===== config.mk =====
export PLATFORM = sky130hd
export DESIGN_NAME = column_scanner
export DESIGN_NICKNAME = d
export VERILOG_FILES = /design/src/rtl/column_scanner.sv
export SDC_FILE = /design/constraint.sdc
export NUM_CORES = 1
export LEC_CHECK = 0
export ABC_AREA = 1
export CELL_PAD_IN_SITES_DETAIL_PLACEMENT = 2
export CELL_PAD_IN_SITES_GLOBAL_PLACEMENT = 2
export CORE_MARGIN = 2
export CORE_UTILIZATION = 33
export DETAILED_ROUTE_END_ITERATION = 8
export PLACE_DENSITY = 0.91
export SYNTH_ARGS = -nofsm -noshare
export SYNTH_HDL_FRONTEND = slang
export SYNTH_SLANG_ARGS = --single-unit

===== constraint.sdc =====
create_clock -name clk -period 4.5 [get_ports clk]
set_clock_uncertainty 0.2 [all_clocks]
set_input_delay 1.125 -clock clk [delete_from_list [all_inputs] [get_ports clk]]
set_output_delay 1.125 -clock clk [all_outputs]
set_load 0.01 [all_outputs]

===== src/rtl/column_scanner.sv =====
// One-hot column scanner with guaranteed blanking dead time, scan direction and sync restart.
// Define COLUMN_SCANNER_WATCHDOG_EN to add the stall watchdog and FAULT state.
module column_scanner #(
    parameter int unsigned NB_COLUMNS      = 8,
    parameter int unsigned BLANK_CYCLES    = 4,
    parameter int unsigned WATCHDOG_CYCLES = 2000000,
    localparam int unsigned IdxW = (NB_COLUMNS > 2) ? $clog2(NB_COLUMNS) : 1
) (
    input  logic                  clk,
    input  logic                  nrst,
    input  logic                  column_ready,
    input  logic                  position_sync,
    input  logic                  scan_dir,
    output logic [NB_COLUMNS-1:0] mux_out,
    output logic [IdxW-1:0]       column_index,
    output logic                  frame_done,
    output logic                  overrun,
    output logic                  fault
);

    localparam int unsigned BlankW = (BLANK_CYCLES > 1) ? $clog2(BLANK_CYCLES) : 1;
    localparam logic [IdxW-1:0]       LastIdx   = IdxW'(NB_COLUMNS - 1);
    localparam logic [BlankW-1:0]     BlankLoad = BlankW'(BLANK_CYCLES - 1);
    localparam logic [NB_COLUMNS-1:0] OneHot0   = NB_COLUMNS'(1);

    typedef enum logic [1:0] {
        StIdle,
        StBlank,
        StActive
`ifdef COLUMN_SCANNER_WATCHDOG_EN
        , StFault
`endif
    } state_e;

    state_e            state_q;
    logic [IdxW-1:0]   target_q;
    logic [BlankW-1:0] blank_cnt_q;
    logic              ready_q;
    logic              sync_q;
    logic              dir_q;
    logic [IdxW-1:0]   next_idx;
    logic              wrap;

`ifdef COLUMN_SCANNER_WATCHDOG_EN
    localparam int unsigned WdW = (WATCHDOG_CYCLES > 2) ? $clog2(WATCHDOG_CYCLES) : 1;
    localparam logic [WdW-1:0] WdLast = WdW'(WATCHDOG_CYCLES - 1);
    logic [WdW-1:0] dwell_q;
    logic           fault_q;
    assign fault = fault_q;
`else
    logic unused_wd;
    assign unused_wd = ^WATCHDOG_CYCLES;
    assign fault     = 1'b0;
`endif

    // Explicit wrap: NB_COLUMNS need not be a power of two.
    always_comb begin
        next_idx = column_index;
        wrap     = 1'b0;
        if (!dir_q) begin
            if (column_index == LastIdx) begin
                next_idx = '0;
                wrap     = 1'b1;
            end else begin
                next_idx = column_index + 1'b1;
            end
        end else begin
            if (column_index == '0) begin
                next_idx = LastIdx;
                wrap     = 1'b1;
            end else begin
                next_idx = column_index - 1'b1;
            end
        end
    end

    always_ff @(posedge clk or negedge nrst) begin
        if (!nrst) begin
            state_q      <= StIdle;
            target_q     <= '0;
            blank_cnt_q  <= '0;
            ready_q      <= 1'b0;
            sync_q       <= 1'b0;
            dir_q        <= 1'b0;
            mux_out      <= '0;
            column_index <= '0;
            frame_done   <= 1'b0;
            overrun      <= 1'b0;
`ifdef COLUMN_SCANNER_WATCHDOG_EN
            dwell_q      <= '0;
            fault_q      <= 1'b0;
`endif
        end else begin
            ready_q    <= column_ready;
            sync_q     <= position_sync;
            dir_q      <= scan_dir;
            frame_done <= 1'b0;
            if (sync_q) begin
                overrun <= 1'b0;
`ifdef COLUMN_SCANNER_WATCHDOG_EN
                fault_q <= 1'b0;
`endif
            end

            case (state_q)
                StIdle: begin
                    if (sync_q || ready_q) begin
                        target_q    <= '0;
                        blank_cnt_q <= BlankLoad;
                        state_q     <= StBlank;
                    end
                end
                StBlank: begin
                    if (sync_q) begin
                        // Restart the full dead time toward column 0.
                        target_q    <= '0;
                        blank_cnt_q <= BlankLoad;
                    end else begin
                        if (ready_q) begin
                            overrun <= 1'b1;
                        end
                        if (blank_cnt_q == '0) begin
                            mux_out      <= OneHot0 << target_q;
                            column_index <= target_q;
                            state_q      <= StActive;
`ifdef COLUMN_SCANNER_WATCHDOG_EN
                            dwell_q      <= '0;
`endif
                        end else begin
                            blank_cnt_q <= blank_cnt_q - 1'b1;
                        end
                    end
                end
                StActive: begin
                    if (sync_q) begin
                        target_q    <= '0;
                        mux_out     <= '0;
                        blank_cnt_q <= BlankLoad;
                        state_q     <= StBlank;
                    end else if (ready_q) begin
                        target_q    <= next_idx;
                        frame_done  <= wrap;
                        mux_out     <= '0;
                        blank_cnt_q <= BlankLoad;
                        state_q     <= StBlank;
                    end
`ifdef COLUMN_SCANNER_WATCHDOG_EN
                    else if (dwell_q == WdLast) begin
                        mux_out <= '0;
                        fault_q <= 1'b1;
                        state_q <= StFault;
                    end else begin
                        dwell_q <= dwell_q + 1'b1;
                    end
`endif
                end
`ifdef COLUMN_SCANNER_WATCHDOG_EN
                StFault: begin
                    if (sync_q) begin
                        target_q    <= '0;
                        blank_cnt_q <= BlankLoad;
                        state_q     <= StBlank;
                    end
                end
`endif
                default: begin
                    mux_out <= '0;
                    state_q <= StIdle;
                end
            endcase
        end
    end

endmodule


==> results.cfg, run 1 <==
[detailed_routing]
vias = 959
drt_iter0_drc = 20
drt-pass1-iter-count = 4
drc = 0
antenna_left = 0
avgRoutedWirePerCell_um = 14.9
routed_wl_mm = 2.98
routed_via_density = 4.80

[worst_setup_path]
crit_chain = clkdlybuf4s50_1
critPathTopFamily = buffers and inverters
cp-startpoint = column_index[0]
crit_path_end_kind = primary output
max_stage_delay_ps = 570
crit_path_end = column_index[0]
r2r_setup_slack_ps = 2900
timing.rr.end = column_index[0]
reg2regPathDepth = 6
r2r_start = state_q[1]
critical_path_arrival_ps = 1350
slowest_stage = clkdlybuf4s50_1
cp-start-kind = flip-flop
crit_cells = 1
cp_num_buf_inv = 1
crit_fanout = 5
critical_path_class = reg2out
cp.required_ps = 3170

[cells_and_area]
multi_input_area_sq_um = 487
fillerInstances = 388
drive_gt1_frac = 0.110
diodes = 0
syn2layout_area_growth_pct = 20.3
regArea_sq_um = 576
final_nets = 165
post-route-util = 0.414

[yosys]
yosysUniqueCellTypes = 19
async_flop_share = 1.00
synth_warnings = 0
synth.top_cell.area_share = 0.501
syn-cell-area_sq_mm = 0.00115
synthFlopType = dfrtp_1
postSynthAreaPerCell_sq_um = 8.51
synthMostInstantiatedCell = nand2_1
synth-edff-count = 0
synth.largest_area_cell = dfrtp_1
syn_inst = 135
ys_ff_latch = 23
syn_nets = 145
ys_top_cells_by_area = dfrtp_1, nand2_1, o21ai_2
ys_seq_area_frac = 0.501
yosys-top-cells-count = nand2_1, dfrtp_1, inv_1

[run]
cap_violations = 0

[clock_network]
htreeDepth = 1
cts_max_path_buffers = 2
insertion_delay_ps = 320
numCtsBuffers = 3
cts.hold.buffers_added = 0
cts.root.buffer_cell = clkbuf_4
cts_sinks = 23
cts_tree = yes
path_clk_slew_ps = 140
post_cts_buffers = 0
post_cts_resized = 0

[power]
clock_power_share = 0.208
power.internal_uw = 311
power.density_mw_per_mm2 = 356
pwr-share-seq = 0.499
cellLeakagePower_nw = 0.675
swShare = 0.368
pwr-share-comb = 0.293
power_switching_uw = 181
ir_drop_v = 0.000148
fin_total_pwr_uw = 491

[timing]
rsz0062_at_grt = false
setup_viol = 0
period_share = 0.595
finalMaxSlewViolations = 0
fmax_ghz = 0.374
finalSetupTns_ps = 0
slew_headroom = 0.276
hold_viol_final = 0
hold_ws_ps = 312
fin_crit_ps = 2680
worst_pin_slew_ps = 1080

[global_route]
grt_pass1_wl_mm = 5.29
grt_overflow = 0
groute.layer.met3.usage = 0.0234
grt.busiest_layer = met2
grt_start_max_net_pins = 24
grt_antenna_before_repair = 0
grt_usage = 0.173
grt_util_met2 = 0.326
grt_pass1_vias = 1093
use_met1 = 0.201

[die]
row_count = 21
die_height_um = 63.0
fp.dieArea_sq_mm = 0.00397
coreArea_sq_mm = 0.00334
ios = 19
dieWidth_um = 63.0
start_util = 0.344

[place]
portBuffers = 17
dp.final_hpwl_mm = 2.35
place.gp.congestion = 0.771

[status]
status = completed

[hold_path]
min_path_type = reg2reg
==> cell type report <==
cell class | count | area share
Tap cell | 46 | 0.0417
Clock inverter | 1 | 0.00362
Inverter | 17 | 0.0462
Clock buffer | 3 | 0.0163
Timing Repair Buffer | 17 | 0.123
Multi-Input combinational cell | 93 | 0.352
Sequential cell | 23 | 0.417
==> kinds of logic after synthesis <==
kind of cell,count (synthesis),share of synthesized area
other,1,0.00326
XOR/XNOR,1,0.00763
AO/OA/AOI/OAI,18,0.105
adder cells (fa/ha/maj),5,0.0545
AND/OR/NAND/NOR,68,0.254
flip-flops,23,0.501
buffers and inverters,19,0.0752
==> per-layer routing <==
layer | routed length [um] | up-vias
met2 | 1630 | 15
met3 | 82 | 3
met4 | 32 | 0
li1 | - | 457
met5 | 0 | -
met1 | 1240 | 484
==> metrics by stage <==
step           setup slack (ps)  instances  area, sq um
2_1_floorplan              2750        135         1150
3_3_place_gp               1910        196         1350
3_5_place_dp               1840        196         1350
4_1_cts                    1800        200         1380
5_1_grt                    1750        200         1380
6_report                   1820        200         1380
==> state kept, by name, indices dropped and copies added, names as in the netlist <==
register and count:
sync_q 1, column_index 3, blank_cnt_q 2, target_q 3, mux_out 8, dir_q 1
overrun 1, frame_done 1, ready_q 1, state_q 2
==> power groups by stage <==
| stage | Combinational [mW] | Clock (mW) | Sequential [mW] |
|---|---|---|---|
| finish | 0.144 | 0.102 | 0.245 |
| floorplan | 0.0966 | 0 | 0.249 |
| global route | 0.167 | 0.115 | 0.250 |
| CTS | 0.148 | 0.106 | 0.246 |
| global placement | 0.131 | 0 | 0.247 |
| detailed placement | 0.146 | 0 | 0.249 |
==> cell usage in the layout, fill, tap and decap left out, types with 2 or more instances in the layout <==
master and instances:
o21ai_0 7, clkdlybuf4s50_1 17, nand2_2 2, o21ai_2 8
nand2_1 43, dfrtp_1 23, ha_1 5, clkbuf_4 3
nor2_1 14, nand3_1 5, o21ai_1 2, inv_1 17
==> worst min path at each step <==
stage / start / endpoint / depth (start not counted)
6_report: mux_out[6] / mux_out[6] / 2
3_3_place_gp: mux_out[7] / mux_out[7] / 2
3_5_place_dp: mux_out[3] / mux_out[3] / 2
2_1_floorplan: target_q[2] / target_q[2] / 2
5_1_grt: mux_out[4] / mux_out[4] / 2
4_1_cts: mux_out[6] / mux_out[6] / 2
Power figures use the tool's default switching activity.
==> run 2: changes to the inputs <==
- CORE_UTILIZATION: 33 -> 30
- PLACE_DENSITY: 0.91 -> 0.85
- clock period: 4.5 -> 2.8 ns (I/O delays scaled with it)
==> run 2 against run 1 <==
Against the previous run:
- combinational power is 65% higher
- worst hold slack worse by 22 ps
- global-route usage is 1.0 points lower
- sequential share of layout area is 0.85 points lower
- register-to-register slack worse by 1700 ps
- sequential cell count stayed put
- clock power is 110% higher
- clock-buffer cell count stayed put
- cell area is 2.1% higher
- non-clock buffer count is 1 higher
- critical path depth stayed put
- routed wire length is 0.10% higher
==> results.cfg, run 2 (synthesis results as in run 1) <==
[cells_and_area]
final_cell_mix = nand2_1, dfrtp_1, inv_1, clkdlybuf4s50_1, nor2_1
syn2layout_area_growth_pct = 22.8
reg_top3 = mux_out (8), column_index (3), target_q (3)
fillerInstances = 433
finalNonFillerCells = 203
final_nets = 166
largest_register_ffs = 8
multi_input_area_sq_um = 487
max_flop_register = mux_out
drive_gt1_frac = 0.116
diodes = 0
regArea_sq_um = 576
final_common_cell = nand2_1
finalInstanceArea_sq_mm = 0.00141

[timing]
period_share = 0.773
hold_viol_final = 0
hold_ws_ps = 290
fin_crit_ps = 2170
finalMaxSlewViolations = 0
setup_viol = 0
rsz0062_at_grt = false
setup_ws_ps = 635
fmax_ghz = 0.462
finalSetupTns_ps = 0

[clock_network]
post_cts_buffers = 0
cts.hold.buffers_added = 0
cts_sinks = 23
cts.root.buffer_cell = clkbuf_8
post_cts_resized = 0
numCtsBuffers = 3
cts_tree = yes
cts_max_path_buffers = 2
htreeDepth = 1
path_clk_slew_ps = 80
insertion_delay_ps = 270

[die]
ios = 19
coreArea_sq_mm = 0.00366
row_count = 22
die_height_um = 65.9
fp.dieArea_sq_mm = 0.00434
start_util = 0.314
dieWidth_um = 65.9

[worst_setup_path]
crit_chain = clkdlybuf4s50_1
crit_fanout = 5
critical_path_arrival_ps = 1270
cp-start-kind = flip-flop
cp_num_buf_inv = 1
max_stage_delay_ps = 570
crit_path_end_kind = primary output
critPathTopFamily = buffers and inverters
slowest_stage = clkdlybuf4s50_1
cp.required_ps = 1900
critical_path_class = reg2out

[place]
placed_cells = 199
place.gp.congestion = 0.768
place_area_sq_mm = 0.00136
portBuffers = 17
post-place-ws_ps = 930
dp.final_hpwl_mm = 2.31

[detailed_routing]
drt_iter0_drc = 29
avgRoutedWirePerCell_um = 14.7
drt-pass1-iter-count = 5
highest_layer = met4
met3_length_um = 55
routed_via_density = 4.69
routed_wl_mm = 2.99
wl_met1_mm = 1.25
drc = 0
antenna_left = 0
met2_length_mm = 1.63
vias = 953

[global_route]
grt_usage = 0.163
grt_pass1_wl_mm = 5.28
grt_pass1_vias = 1063
grt_antenna_before_repair = 0
grt_start_max_net_pins = 24
grt_overflow = 0

[status]
status = completed

[run]
cap_violations = 0

[power]
ir_drop_v = 0.000221
power.density_mw_per_mm2 = 602
cellLeakagePower_nw = 0.687

[hold_path]
min_path_type = reg2reg
run 2: per-layer routing:
metal	vias up	global-route usage
met5	-	0
met4	0	0.0547
met3	5	0.0204
met2	13	0.297
met1	481	0.196
li1	454	-
run 2: cell type report:
cell class,count,share of cell area
sequential,23,0.408
multi-input combinational,93,0.345
timing repair buffer,18,0.126
inverter,17,0.0453
tap,48,0.0426
clock buffer,3,0.0293
clock inverter,1,0.00355
run 2: path summary, 6_finish.rpt:
path	from	end	slack, ps	depth (start not counted)
hold reg to reg	overrun	overrun	290	2
hold / removal	overrun	overrun	290	2
setup / recovery	column_index[2]	column_index[2]	630	1
max in group asynchronous	nrst	blank_cnt_q[0]	1580	2
min in group asynchronous	nrst	state_q[0]	580	2
setup reg to reg	blank_cnt_q[0]	mux_out[6]	1170	7
run 2: power breakdown:
| part | internal, mW | leakage, nW | total, mW | switching, mW |
|---|---|---|---|---|
| sequential | 0.367 | 0.299 | 0.393 | 0.0268 |
| clock | 0.0998 | 0.0255 | 0.217 | 0.117 |
| combinational | 0.0811 | 0.362 | 0.238 | 0.157 |
| total | 0.547 | 0.687 | 0.848 | 0.301 |
run 2: through the flow:
stage	utilization	power [mW]
after floorplan	-	0.555
after global placement	0.373	0.608
after detailed placement	0.373	0.640
after CTS	0.385	0.859
after global routing	0.385	0.911
final	0.385	0.848
==> patch: new RTL, settings of run 2 <==
The parameter `NB_COLUMNS` goes from 8 to 4.
--- a/src/rtl/column_scanner.sv
+++ b/src/rtl/column_scanner.sv
@@ -1,7 +1,7 @@
 // One-hot column scanner with guaranteed blanking dead time, scan direction and sync restart.
 // Define COLUMN_SCANNER_WATCHDOG_EN to add the stall watchdog and FAULT state.
 module column_scanner #(
-    parameter int unsigned NB_COLUMNS      = 8,
+    parameter int unsigned NB_COLUMNS      = 4,
     parameter int unsigned BLANK_CYCLES    = 4,
     parameter int unsigned WATCHDOG_CYCLES = 2000000,
     localparam int unsigned IdxW = (NB_COLUMNS > 2) ? $clog2(NB_COLUMNS) : 1
Ports: changed (resized column_index and mux_out); port bits go from 19 to 14. No check against the original RTL was run, so the function may have changed too.
==> patch against run 2 <==
- power down 19%
- area after synthesis down 28%
- synthesized cell count is 27% lower
- final area fell by 28%
- count of clock-buffer cells in the layout unchanged
- largest cell class unchanged
- critical path type unchanged
- setup slack better by 21 ps
- sequential share of layout area rose by 1.4 points
- sequential cell count shrank 6
- wire length shrank 32%
==> patch: results (changes against run 2) <==
- Dpl cell area: 981 um^2 (-28%)
- Switching share of power: 37.9% (+2.4 points)
- Post-Route WL: 2020 um (-32%)
- CP max stage delay: 550 ps (-20 ps)
- Dpl hpwl: 1580 um (-32%)
- Synth top area cells: dfrtp_1 52%, nand2_1 14%, inv_1 5.0%
- Root Driver: clkbuf_4
- Syn Nets: 106 (-27%)
- Largest net degree at the start of global routing: 18 (-25%)
- Sequential area share after synthesis: 51.7% (+1.6 points)
- Largest register FFs: 4 (-4)
- Synth async-reset ratio: 100% (unchanged)
- Post-DR vias/cell: 4.81 (+2.5%)
- Nets: 123 (-26%)
- Number of global-route vias before repair: 780 (-27%)
- Critical path's slowest cell: clkdlybuf4s50_1
- GRT Total Usage: 14.7% (-1.6 points)
- Max VDD drop: 0.000275 V (+25%)
- Routability Congestion: 0.722 (-6.0%)
- Critical Path Fanout Max: 4 (-1)
- Synth cell types: 18 (-1)
- Synth cell count leaders: 30 x nand2_1, 17 x dfrtp_1, 11 x inv_1
- Fill cells: 300 (-31%)
- Leakage power: 0.000506 uW (-26%)
- Status: complete, no violations
- Clk pin slew, worst setup/hold paths: 110 ps (+30 ps)
- Drt pass-1 iters: 2 (-3)
- DR iter-0 viols: 8 (-72%)
- Layout cells sized above 1: 12.3% (+0.67 points)
- Worst-Skew Late Latency: 290 ps (+20 ps)
- Port Buffers: 12 (-5)
- Wire length of the first global-routing pass: 3660 um (-31%)
patch: cell types whose count changed after synthesis, sizes merged, moves of 2 or more:
cell / delta
o21ai: -10
nand2: -9
nor2: -9
dfrtp: -6
inv: -4
nor3: +4
ha: -2
patch: kinds of logic (layout without fill, tap and decap cells):
logic type | Yosys count | after routing | share of synthesized area, %
AND/OR/NAND/NOR | 53 | 53 | 29.8
other | 1 | 1 | 0.455
adder cells (fa/ha/maj) | 3 | 3 | 4.56
buffers and inverters | 14 | 30 | 6.84
AO/OA/AOI/OAI | 10 | 10 | 6.69
flip-flops | 17 | 17 | 51.7
patch: metal layers:
metal	global-route usage [%]	vias up	wire length, um
met3	3.00	2	46
met5	0	-	0
met4	4.08	0	13
li1	-	338	-
met2	25.2	6	1060
met1	18.5	347	905
patch: metrics by stage:
stage	util, %	setup slack [ps]	hold slack [ps]	power (uW)	cells
floorplan	-	1460	204	474	98
global placement	38.5	999	265	543	140
detailed placement	38.5	979	288	561	140
CTS	39.6	640	316	699	144
global route	39.6	573	362	751	144
finish	39.6	656	303	688	144
patch: cell type report:
class	count	area [um^2]	area share, %
Multi-Input combinational cell	67	342	33.9
Tap cell	30	37.5	3.72
Timing Repair Buffer	13	128	12.7
Clock buffer	3	22.5	2.23
Sequential cell	17	425	42.2
Inverter	13	48.8	4.84
Clock inverter	1	5.00	0.496
patch: worst paths after layout:
kind	startpoint	endpoint	slack (ps)	depth (start not counted)
max in group asynchronous	nrst	state_q[0]	1680	2
hold reg to reg	overrun	overrun	300	2
min in group asynchronous	nrst	blank_cnt_q[1]	520	2
setup reg to reg	state_q[0]	mux_out[0]	1380	6
hold / removal	overrun	overrun	300	2
setup / recovery	column_index[0]	column_index[0]	660	1
patch: power groups by stage:
stage | Sequential, uW | Combinational, uW | Clock (uW)
final | 314 | 240 | 134
after global routing | 322 | 279 | 150
after CTS | 315 | 247 | 138
after detailed placement | 319 | 243 | 0
after global placement | 314 | 229 | 0
after floorplan | 318 | 156 | 0
